[src/rtl/io_timer_pkg.sv]
// io_timer_pkg: shared constants for the io_timer peripheral.
//   Register word offsets, CTRL/STATUS bit positions, bus widths,
//   default base address and an address-decode helper.
package io_timer_pkg;

  localparam int unsigned DATA_W      = 32;
  localparam int unsigned ADR_W       = 14;  // word address, byte address [15:2]
  localparam int unsigned OFS_W       = 3;
  localparam int unsigned DEF_PRESC_W = 8;

  localparam logic [15:0] DEF_TIMER_BASE = 16'hFC40;

  localparam logic [OFS_W-1:0] OFS_CTRL  = 3'd0;
  localparam logic [OFS_W-1:0] OFS_COUNT = 3'd1;
  localparam logic [OFS_W-1:0] OFS_CMP   = 3'd2;
  localparam logic [OFS_W-1:0] OFS_STAT  = 3'd3;
  localparam logic [OFS_W-1:0] OFS_CAP   = 3'd4;

  localparam int unsigned CTRL_EN       = 0;
  localparam int unsigned CTRL_IRQ_EN   = 1;
  localparam int unsigned CTRL_AUTO     = 2;
  localparam int unsigned CTRL_PRESC_LO = 8;
  localparam int unsigned CTRL_PRESC_HI = 15;

  localparam int unsigned STAT_MATCH = 0;
  localparam int unsigned STAT_CAP   = 1;

  // Word address falls in the 32-byte window starting at base.
  function automatic logic adr_hit(input logic [ADR_W-1:0] adr,
                                   input logic [15:0]      base);
    return adr[ADR_W-1:OFS_W] == base[15:5];
  endfunction

endpackage

[src/rtl/io_timer_tick.sv]
// io_timer_tick: prescaler and tick generator.
//   clk, rst : clock, synchronous active-high reset
//   en       : prescaler runs while high, held at 0 while low
//   presc    : terminal count; tick every presc+1 cycles
//   tick     : combinational, high in the cycle the prescaler hits presc
module io_timer_tick
  import io_timer_pkg::*;
#(
  parameter int unsigned PRESC_W = DEF_PRESC_W
) (
  input  logic               clk,
  input  logic               rst,
  input  logic               en,
  input  logic [PRESC_W-1:0] presc,
  output logic               tick
);

  logic [PRESC_W-1:0] cnt_q;

  // >= keeps the prescaler from running away if presc is lowered mid-count.
  assign tick = en && (cnt_q >= presc);

  always_ff @(posedge clk) begin
    if (rst) begin
      cnt_q <= '0;
    end else if (!en || tick) begin
      cnt_q <= '0;
    end else begin
      cnt_q <= cnt_q + PRESC_W'(1);
    end
  end

endmodule

[src/rtl/io_timer.sv]
// io_timer: memory-mapped 32-bit timer/compare peripheral on the dma_io bus.
//   Registers: CTRL, COUNT, COMPARE, STATUS (W1C), CAPTURE (read-only).
//   Read data joins the daisy chain: dma_io_rdata = hit_q ? rdata_q : dma_io_rdata_in.
//   timer_irq is a registered level interrupt for cpu_top.interrupt_0.
//   Ports: clk, rst (sync active-high), dma_io_we/wadr/wdata (write),
//   dma_io_radr/radr_en (read request), dma_io_rdata_in/rdata (chain),
//   cap_in (capture trigger), timer_irq.
//   Optional capture unit enabled by defining IO_TIMER_CAPTURE_EN.
module io_timer
  import io_timer_pkg::*;
#(
  parameter logic [15:0] TIMER_BASE = DEF_TIMER_BASE,
  parameter int unsigned PRESC_W    = DEF_PRESC_W
) (
  input  logic              clk,
  input  logic              rst,
  input  logic              dma_io_we,
  input  logic [ADR_W-1:0]  dma_io_wadr,
  input  logic [DATA_W-1:0] dma_io_wdata,
  input  logic [ADR_W-1:0]  dma_io_radr,
  input  logic              dma_io_radr_en,
  input  logic [DATA_W-1:0] dma_io_rdata_in,
  output logic [DATA_W-1:0] dma_io_rdata,
  input  logic              cap_in,
  output logic              timer_irq
);

  logic               en_q, irq_en_q, auto_q, match_q;
  logic [PRESC_W-1:0] presc_q;
  logic [DATA_W-1:0]  count_q, cmp_q, rdata_q, rd_val_c;
  logic               hit_q, tick, match_set_c, irq_src_c;
  logic [DATA_W-1:0]  capture_c;
  logic               cap_flag_c;

  // Bus decode.
  logic             wr_hit_c, rd_hit_c;
  logic [OFS_W-1:0] wofs_c, rofs_c;
  assign wr_hit_c = dma_io_we && adr_hit(dma_io_wadr, TIMER_BASE);
  assign rd_hit_c = dma_io_radr_en && adr_hit(dma_io_radr, TIMER_BASE);
  assign wofs_c   = dma_io_wadr[OFS_W-1:0];
  assign rofs_c   = dma_io_radr[OFS_W-1:0];

  logic wr_ctrl_c, wr_count_c, wr_cmp_c, wr_stat_c;
  assign wr_ctrl_c  = wr_hit_c && (wofs_c == OFS_CTRL);
  assign wr_count_c = wr_hit_c && (wofs_c == OFS_COUNT);
  assign wr_cmp_c   = wr_hit_c && (wofs_c == OFS_CMP);
  assign wr_stat_c  = wr_hit_c && (wofs_c == OFS_STAT);

  io_timer_tick #(.PRESC_W(PRESC_W)) u_tick (
    .clk   (clk),
    .rst   (rst),
    .en    (en_q),
    .presc (presc_q),
    .tick  (tick)
  );

  assign match_set_c = tick && (count_q == cmp_q);

  // Control, counter, compare and status registers.
  always_ff @(posedge clk) begin
    if (rst) begin
      en_q      <= 1'b0;
      irq_en_q  <= 1'b0;
      auto_q    <= 1'b0;
      presc_q   <= '0;
      count_q   <= '0;
      cmp_q     <= '0;
      match_q   <= 1'b0;
      timer_irq <= 1'b0;
    end else begin
      if (wr_ctrl_c) begin
        en_q     <= dma_io_wdata[CTRL_EN];
        irq_en_q <= dma_io_wdata[CTRL_IRQ_EN];
        auto_q   <= dma_io_wdata[CTRL_AUTO];
        presc_q  <= dma_io_wdata[CTRL_PRESC_LO +: PRESC_W];
      end
      // Bus write beats a same-cycle tick.
      if (wr_count_c) begin
        count_q <= dma_io_wdata;
      end else if (tick) begin
        count_q <= (match_set_c && auto_q) ? '0 : count_q + DATA_W'(1);
      end
      if (wr_cmp_c) begin
        cmp_q <= dma_io_wdata;
      end
      // Set beats a same-cycle W1C.
      if (match_set_c) begin
        match_q <= 1'b1;
      end else if (wr_stat_c && dma_io_wdata[STAT_MATCH]) begin
        match_q <= 1'b0;
      end
      timer_irq <= irq_src_c && irq_en_q;
    end
  end

`ifdef IO_TIMER_CAPTURE_EN
  logic              cap_s1_q, cap_s2_q, cap_s3_q, cap_flag_q;
  logic [DATA_W-1:0] capture_q;
  logic              cap_edge_c;

  assign cap_edge_c = cap_s2_q && !cap_s3_q;

  // Two-flop synchronizer, edge detect, capture register and flag.
  always_ff @(posedge clk) begin
    if (rst) begin
      cap_s1_q   <= 1'b0;
      cap_s2_q   <= 1'b0;
      cap_s3_q   <= 1'b0;
      cap_flag_q <= 1'b0;
      capture_q  <= '0;
    end else begin
      cap_s1_q <= cap_in;
      cap_s2_q <= cap_s1_q;
      cap_s3_q <= cap_s2_q;
      if (cap_edge_c) begin
        capture_q  <= count_q;
        cap_flag_q <= 1'b1;
      end else if (wr_stat_c && dma_io_wdata[STAT_CAP]) begin
        cap_flag_q <= 1'b0;
      end
    end
  end

  assign capture_c  = capture_q;
  assign cap_flag_c = cap_flag_q;
`else
  logic unused_cap_in;
  assign unused_cap_in = cap_in;
  assign capture_c     = '0;
  assign cap_flag_c    = 1'b0;
`endif

  assign irq_src_c = match_q || cap_flag_c;

  // Register read mux; offsets 5-7 read 0.
  always_comb begin
    rd_val_c = '0;
    case (rofs_c)
      OFS_CTRL: begin
        rd_val_c[CTRL_EN]                   = en_q;
        rd_val_c[CTRL_IRQ_EN]               = irq_en_q;
        rd_val_c[CTRL_AUTO]                 = auto_q;
        rd_val_c[CTRL_PRESC_LO +: PRESC_W]  = presc_q;
      end
      OFS_COUNT: rd_val_c = count_q;
      OFS_CMP:   rd_val_c = cmp_q;
      OFS_STAT: begin
        rd_val_c[STAT_MATCH] = match_q;
        rd_val_c[STAT_CAP]   = cap_flag_c;
      end
      OFS_CAP:   rd_val_c = capture_c;
      default:   rd_val_c = '0;
    endcase
  end

  // One-cycle read pipeline into the chain.
  always_ff @(posedge clk) begin
    if (rst) begin
      hit_q   <= 1'b0;
      rdata_q <= '0;
    end else begin
      hit_q <= rd_hit_c;
      if (rd_hit_c) begin
        rdata_q <= rd_val_c;
      end
    end
  end

  assign dma_io_rdata = hit_q ? rdata_q : dma_io_rdata_in;

endmodule

[config.mk]
export PLATFORM = sky130hd
export DESIGN_NAME = io_timer
export DESIGN_NICKNAME = d
export VERILOG_FILES = /design/src/rtl/io_timer_pkg.sv /design/src/rtl/io_timer_tick.sv /design/src/rtl/io_timer.sv
export SDC_FILE = /design/constraint.sdc
export NUM_CORES = 1
export LEC_CHECK = 0
export CAP_MARGIN = 40
export CORE_ASPECT_RATIO = 1.1
export CORE_MARGIN = 2
export CORE_UTILIZATION = 57
export CTS_CLUSTER_DIAMETER = 120
export DETAILED_ROUTE_END_ITERATION = 7
export MAX_ROUTING_LAYER = met4
export PLACE_DENSITY = 0.87
export SYNTH_ARGS = -nofsm -noshare
export SYNTH_HDL_FRONTEND = slang
export SYNTH_SLANG_ARGS = --single-unit
[constraint.sdc]
create_clock -name clk -period 5.4 [get_ports clk]
set_input_delay 1.08 -clock clk [delete_from_list [all_inputs] [get_ports clk]]
set_output_delay 1.08 -clock clk [all_outputs]
set_load 0.005 [all_outputs]
Word-level counts from Yosys, hierarchy flattened
Index checks and enable logic that the tools add are counted.

Bits in registers: 118. Input bits: 97. Output and inout bits: 33. Logic and storage cells: 52.

Add/subtract/negate cells: 2. Magnitude comparators: 1. Eq/ne operators: 9. Muxes and demuxes: 11. Reduce and logical (&&, ||, !) cells: 18.

Operators by type and width (number): 32-bit two-way mux (4); 32-bit by 1-bit adder with 32-bit output, second input constant (1); 32-bit == test (1); 16-bit case mux with 2 select lines (1); 8-bit case mux with 3 select lines (1); 11-bit == test, second input constant (2); 3-bit by 2-bit == test with 1-bit output, second input constant (4); 1-bit logical AND (11); 5-bit case mux with 2 select lines (1); 8-bit by 1-bit adder with 8-bit output, second input constant (1); 8-bit greater-or-equal comparator (1); 2-bit case mux with 4 select lines (1); 3-bit by 1-bit == test with 1-bit output, second input constant (2); 3-bit zero test (2); 2-bit nonzero test (2); 1-bit case mux with 3 select lines (1); 1-bit two-way mux (2); 2-bit OR reduction (1); 1-bit zero test (1); 1-bit logical OR (1).

Depth between registers and ports, before layout
Gate-level depths: netlist of run 1.

Word-level depth: 7. Gate-level depth with buffers: 9.

By module
Synthesis of run 1 repeated with hierarchy kept, for this count alone.

Cell total of the unflattened synthesis: 828. Area total of the unflattened synthesis: 6568.8 sq um.

Modules (own cells, without submodules): io_timer (times used 1, cells an instance 766, area an instance 6058.3 sq um, sequential area each 2202.1 sq um); io_timer_tick (times used 1, cells an instance 62, area an instance 510.5 sq um, sequential area each 160.2 sq um).

Worst setup path before layout of run 1
Ideal clock, no wire load.

Kind: input -> register. Start point: input dma_io_wadr[3]. End point: register count_q[16]. Arrival time: 3045 ps. Data required time: 5268 ps. Setup slack: 2222 ps. Stages: 8. Cell sequence: or4b_1 or4_4 or3b_1 buf_2 buf_6 nand2_1 a2bb2oi_2 a21oi_1.

Word-level cells in the longest chain between the ends: 4. Elaborated cells between the ends (all ways): 5.

RTL lines: start, declared (line io_timer.sv:18) `input logic [ADR_W-1:0] dma_io_wadr,`; 11-bit == test * (line io_timer_pkg.sv:31) `return adr[ADR_W-1:OFS_W] == base[15:5];`; 1-bit logical AND * (line io_timer.sv:38) `assign wr_hit_c = dma_io_we && adr_hit(dma_io_wadr, TIMER_BASE);`; 1-bit logical AND * (line io_timer.sv:45) `assign wr_count_c = wr_hit_c && (wofs_c == OFS_COUNT);`; 32-bit two-way mux or 2-bit nonzero test (tied branches); end signal, assigned (line io_timer.sv:79) `count_q <= dma_io_wdata;`; end signal, assigned (line io_timer.sv:81) `count_q <= (match_set_c && auto_q) ? '0 : count_q + DATA_W'(1);`; end, declared (line io_timer.sv:30) `logic [DATA_W-1:0] count_q, cmp_q, rdata_q, rd_val_c;`.

Mark *: on every way between the ends. The rest lies on a longest branch, timed or not. A chain may end at the register's enable or synchronous reset.

Worst setup path after layout of run 1
Start point: input dma_io_wadr[3]. End point: register count_q[6].

The elaborated chain is that of the path after synthesis.

==> out/results.tsv, run 1 <==
stage	metric	value	unit
yosys	Seq cells post-synth	118	
grt	total track usage	32.4	%
grt	first-pass GRT wire length	30.9	mm
yosys	YS warnings	0	
yosys	Synth Cell Area	6610	um2
yosys	Post-synth ARST share	0	%
power_and_ir_drop	Cell Pwr Density	255	nW/um2
drt	DR vias/cell	6.13	
yosys	syn avg cell area	8.35	um2
power_and_ir_drop	Clk network pwr share	53.1	%
power_and_ir_drop	net switching power	466	uW
finish	Ant. Diodes	0	
worst_hold_path	HP Class	flop to flop	
timing	final setup vio count	0	
power_and_ir_drop	LEAKAGE	0.00283	uW
yosys	Post-synth EDFFs	0	
worst_setup_path	R2R Path End	count_q[0]	
worst_setup_path	CP endpoint kind	flop	
worst_setup_path	crit path launch type	primary input	
cts	CTS H-tree depth	4	
finish	number of nets in the layout	987	
yosys	Seq/Total Area, Yosys	35.7	%
yosys	Distinct cells, synth	45	
timing	Max-slew headroom	35.6	%
worst_setup_path	worst-path fanout max	63	
grt	largest net degree at the start of global routing	84	
timing	FMAX	276	MHz
timing	Slew @ Worst Pin	0.961	ns
yosys	post-synth net total	899	
floorplan	Top Ports	130	
finish	FF+latch area	2360	um2
cts	CTS Hold Bufs	0	
yosys	Post-synth top flop	dfxtp_1	
floorplan	area of the die	12500	um2
worst_setup_path	R2R depth	8	
flow_run	max-cap violation count	0	
yosys	Yosys top cell by area	dfxtp_1	
finish	final std cells w/o fill	1043	
drt	wire per inst	18.7	um
floorplan	core area	11400	um2
cts	CTS Sinks	118	
worst_setup_path	worst reg-to-reg setup slack	2.62	ns
power_and_ir_drop	Internal	1710	uW
drt	DR DRC count	0	
finish	final core utilization	74.9	%
cts	TritonCTS buffer count	17	
timing	Final min period	3.63	ns
timing	final hold violations	0	
place	placed cells	1011	
worst_setup_path	critical path launch point	dma_io_wadr[3]	
timing	Final period util	67.2	%
timing	WHS	0.453	ns
yosys	Yosys top cell area share	35.7	%
cts	Post-CTS Setup Bufs	0	
cts	clock transition at the registers of the reported paths	0.06	ns
cts	CTS tree	done	
cts	CTS-repair resized insts	0	
timing	setup TNS	0	ns
cts	Clk Latency, worst-skew pair	0.41	ns
yosys	Post-Syn Instances	792	
power_and_ir_drop	peak supply drop	0.168	mV
worst_setup_path	Critical Path AT	3.88	ns
cts	clk buf depth	2	
worst_setup_path	Worst EP required	5.65	ns
finish	Layout Area Growth over Synthesis	29.0	%
worst_setup_path	Crit path depth	8	
timing	RSZ-0062 raised after global routing	false	
yosys	top cells by area, synth	dfxtp_1, xnor2_1, nand2_1	
power_and_ir_drop	switch share	21.4	%
grt	initial antenna violation count	0	
drt	initial drt markers	611	
worst_setup_path	slowest cell on the critical path	or4_4	
drt	via count	6393	
power_and_ir_drop	Comb pwr share	6.9	%
grt	number of global-route vias before repair	6078	
power_and_ir_drop	Sequential Power Share	40.0	%
grt	grt ovf	0	
timing	Final Slew Violations	0	
floorplan	Die X	107	um
drt	Routed Antenna Nets	0	
floorplan	Initial Utilization	58.0	%
finish	share of cells above drive strength 1	13.1	%
finish	Multi-input gate area	3940	um2
cts	CTS root buf	clkbuf_16	
worst_setup_path	Buf+Inv Stages, Crit Path	2	
floorplan	row count	41	
drt	first drt pass iteration count	5	
worst_setup_path	CP peak stage delay	0.57	ns
worst_setup_path	worst reg2reg startpoint	presc_q[7]	
worst_setup_path	worst path cell trace	clkdlybuf4s50_1, or4b_1, or4_4, or3b_2, buf_4, nand2_1, a2bb2oi_2, a21oi_1	
finish	Layout fillers	790	
drt	drt total wl	19.5	mm
run_status	status	finished, final reports clean	
worst_setup_path	WS Path Type	primary input to flop	
worst_setup_path	Critical Path End	count_q[6]	
place	dpl hpwl	12.3	mm
place	PortBufs	128	
timing	clock skew	0.00701	ns
place	gpl congestion	0.921	
floorplan	Die Height	117	um
worst_setup_path	delay-heaviest family, CP	simple AND/OR/NAND/NOR gates	
[routing by layer]
metal / GRT usage (%) / vias up / part of all wire, %
li1: - / 2972 / -
met1: 38.6 / 3023 / 39
met2: 53.7 / 343 / 49
met3: 7.59 / 55 / 9.4
met4: 12.1 / 0 / 3.0
met5: - / - / 0
[how the worst min path moves through the flow]
stage	end	slack, ns	from	cells past startpoint
global route	rdata_q[0]	0.47	rdata_q[0]	2
global placement	rdata_q[0]	0.44	rdata_q[0]	2
detailed placement	rdata_q[0]	0.44	rdata_q[0]	2
floorplan	rdata_q[0]	0.43	rdata_q[0]	2
finish	rdata_q[0]	0.45	rdata_q[0]	2
CTS	rdata_q[0]	0.45	rdata_q[0]	2
[power by group through the flow]
stage               logic [uW]  clock network [uW]  registers, uW
CTS                        149                1150            871
global placement           147                   0            890
global route               157                1210            871
detailed placement         147                   0            890
finish                     150                1160            871
floorplan                 36.9                   0            890
[per-stage QoR]
stage	power (uW)	setup WS (ns)	cell area (um2)
2_1_floorplan	927	2.22	6610
3_3_place_gp	1040	1.48	7920
3_5_place_dp	1040	1.46	7920
4_1_cts	2170	1.80	8530
5_1_grt	2240	1.66	8530
6_report	2180	1.77	8530
[placed cells by master (no fill, tap or decap), types with 3 or more instances in the layout]
cell type          n
a21oi_1           68
nand4_1           21
nand3_1           49
inv_1             14
a221oi_1          21
and3_1             6
nor3_2             3
nand2_1          118
nor4_1             3
clkbuf_16         17
and4_1             4
a2bb2oi_2         28
o21ai_0           11
nor3_1            26
nor2_1            61
mux2_2            32
o21a_1             4
clkinvlp_4         6
a22oi_1            9
buf_4             13
xnor2_1           59
clkdlybuf4s50_1  127
ha_1              10
mux2i_1           21
clkinv_2           4
dfxtp_1          118
xor2_1             8
bufinv_16          3
[cell usage after synthesis, drive strengths merged, types with 2 or more instances]
cell type and number:
nand3 49, o21ai 11, a22oi 9, mux2 32
xor2 8, and3 6, nand2b 2, and4 4
clkbuf 53, nand4 21, nor2b 2, nand2 118
buf 19, o21a 4, nor3 29, nor4 3
a21oi 68, xnor2 59, a2bb2oi 30, mux2i 21
nand4b 2, a211oi 2, ha 10, nor3b 2
a221oi 21, dfxtp 118, inv 14, nor2 62
[flip-flops by register name, summed over array words and instances (netlist names), 8 cells and up]
register / cells
u_tick.cnt_q: 8
cmp_q: 32
rdata_q: 32
count_q: 32
presc_q: 8
[kinds of logic after synthesis]
family,after synthesis,synth area share (%)
adder cells (fa/ha/maj),10,1.89
XOR/XNOR,67,8.88
flip-flops,118,35.7
AND/OR/NAND/NOR,307,21.4
multiplexers,54,8.97
buffers and inverters,86,5.41
AO/OA/AOI/OAI,150,17.8
[final cells by class]
class                           instances  area share [%]
Multi-Input combinational cell        588            46.2
Sequential cell                       118            27.7
Timing Repair Buffer                  141            16.1
Clock buffer                           19            5.31
Tap cell                              150            2.20
Clock inverter                         13            1.82
Inverter                               14           0.616
[tightest hold or removal path, cell delays in order, from the launching register on]
cell and delay [ns]:
dfxtp_1 0.31, nand2_1 0.05, a21oi_1 0.05
Note: power is estimated with default switching activity, not from simulation.
==> inputs of run 2 (changes only) <==
Settings changed: CORE_UTILIZATION 57 to 47, PLACE_DENSITY 0.87 to 0.77.
Clock period 5.4 ns to 3 ns, I/O delays scaled along.
==> out/results.tsv, run 2 (synthesized netlist as in run 1, its figures left out) <==
stage	metric	value	unit
run_status	status	finished, final reports clean	
place	dpl hpwl	13.0	mm
worst_setup_path	delay-heaviest family, CP	simple AND/OR/NAND/NOR gates	
cts	CTS Hold Bufs	0	
timing	Max-slew headroom	58.7	%
floorplan	area of the die	15000	um2
grt	grt ovf	0	
timing	Final min period	2.85	ns
grt	initial antenna violation count	0	
cts	CTS tree	done	
worst_setup_path	worst-path fanout max	16	
timing	Final period util	94.9	%
timing	WHS	0.473	ns
drt	initial drt markers	527	
worst_setup_path	worst reg2reg startpoint	presc_q[7]	
floorplan	Top Ports	130	
finish	final core utilization	63.5	%
timing	Final Worst Setup Slack	0.154	ns
worst_hold_path	HP Class	flop to flop	
cts	CTS root buf	clkbuf_16	
drt	wire per inst	17.0	um
power_and_ir_drop	Cell Pwr Density	452	nW/um2
worst_setup_path	Worst EP required	3.30	ns
cts	TritonCTS buffer count	17	
finish	share of cells above drive strength 1	14.4	%
worst_setup_path	worst path cell trace	clkdlybuf4s50_1, or4b_1, or4_4, or3b_2, buf_4, nand2_1, o21ai_0, a32o_1	
flow_run	max-cap violation count	0	
drt	wire length on met1	7.99	mm
grt	first-pass GRT wire length	29.6	mm
floorplan	row count	45	
floorplan	Die Height	128	um
finish	highest-count cells in the layout ignoring fill and taps	clkdlybuf4s50_1, nand2_1, dfxtp_1	
floorplan	Initial Utilization	47.9	%
drt	Routed Antenna Nets	0	
finish	most common cell after layout, fill and taps aside	clkdlybuf4s50_1	
finish	number of nets in the layout	1006	
worst_setup_path	CP peak stage delay	0.53	ns
place	DP Worst Slack	-0.306	ns
grt	total track usage	25.9	%
worst_setup_path	WS Path Type	primary input to flop	
drt	DR vias/cell	5.69	
timing	clock skew	0.00619	ns
drt	drt total wl	18.6	mm
power_and_ir_drop	peak supply drop	0.383	mV
timing	RSZ-0062 raised after global routing	false	
worst_setup_path	slowest cell on the critical path	or3b_2	
cts	CTS H-tree depth	4	
drt	Met3 Wirelength	1.51	mm
cts	clk buf depth	2	
drt	via count	6251	
place	Area after DPL	8140	um2
drt	DR DRC count	0	
timing	FMAX	351	MHz
worst_setup_path	Critical Path AT	3.15	ns
drt	first drt pass iteration count	5	
timing	Slew @ Worst Pin	0.619	ns
finish	Layout Area Growth over Synthesis	32.5	%
finish	Ant. Diodes	0	
cts	CTS Sinks	118	
cts	Clk Latency, worst-skew pair	0.41	ns
grt	number of global-route vias before repair	5939	
finish	Top Registers	cmp_q: 32 flops, count_q: 32 flops, rdata_q: 32 flops	
finish	post-route cell area	8760	um2
worst_setup_path	crit path launch type	primary input	
worst_hold_path	Hold Startpoint	rdata_q[0]	
place	PortBufs	128	
finish	Layout fillers	1155	
drt	max layer used	met4	
timing	Final Slew Violations	0	
cts	clock transition at the registers of the reported paths	0.05	ns
grt	largest net degree at the start of global routing	48	
worst_setup_path	critical path launch point	dma_io_wadr[3]	
power_and_ir_drop	LEAKAGE	0.00296	uW
place	gpl congestion	0.923	
worst_setup_path	Buf+Inv Stages, Crit Path	2	
timing	final setup vio count	0	
drt	Met2 Wirelength	8.64	mm
power_and_ir_drop	Power, Total	3950	uW
floorplan	Die X	117	um
floorplan	core area	13800	um2
timing	final hold violations	0	
worst_setup_path	CP endpoint kind	flop	
-- run 2: cell types whose count changed in the layout (fill, tap and decap cells not counted), moves of 2 or more --
cell,change
buf_12,+3
clkinvlp_4,-5
nor3_1,+2
buf_4,+16
nor3_2,-2
clkbuf_8,+3
-- run 2: report_power, final --
part | switching (uW) | leakage [uW] | internal (uW)
Sequential | 0.0948 | 0.000950 | 1570
Clock | 711 | 0.000304 | 1400
Combinational | 98.3 | 0.00171 | 174
-- run 2: metrics by stage --
step | std cells | TNS (ns)
after floorplan | 792 | 0
final | 1098 | 0
after global routing | 1098 | 0
after global placement | 1068 | -6.60
after detailed placement | 1068 | -7.74
after CTS | 1098 | 0
-- run 2: tightest hold or removal path: cells and delay by family (launching register included) --
| kind | cells | cell delay, ns |
|---|---|---|
| AOI/OAI and AO/OA | 1 | 0.05 |
| DFF | 1 | 0.32 |
| and+or+nand+nor | 1 | 0.06 |
-- run 2: area by class of cell --
cell class                 count  area (um2)  share of cell area, %
clock buffer                  22         494                   5.64
timing repair buffer         160        1560                   17.8
inverter                      14        52.6                  0.600
sequential                   118        2360                   27.0
tap                          188         235                   2.69
clock inverter                 8         121                   1.39
multi-input combinational    588        3930                   44.9
-- run 2: worst paths after layout --
path                                     to  slack, ns  cells after the start
worst max-delay path            count_q[10]       0.15                      8
worst min-delay path             rdata_q[0]       0.47                      2
worst max register to register  count_q[31]       0.38                      8
worst min register to register   rdata_q[0]       0.47                      2
-- run 2: timing repair --
action / CTS / global route
gates resized for setup: 0 / 1
buffers inserted: 0 / 0
endpoints found under the setup margin: 0 / 1
-- run 2: layer usage --
layer	vias up	GRT usage, %
met5	-	-
met2	261	39.6
li1	2999	-
met3	37	4.80
met1	2954	33.9
met4	0	10.2
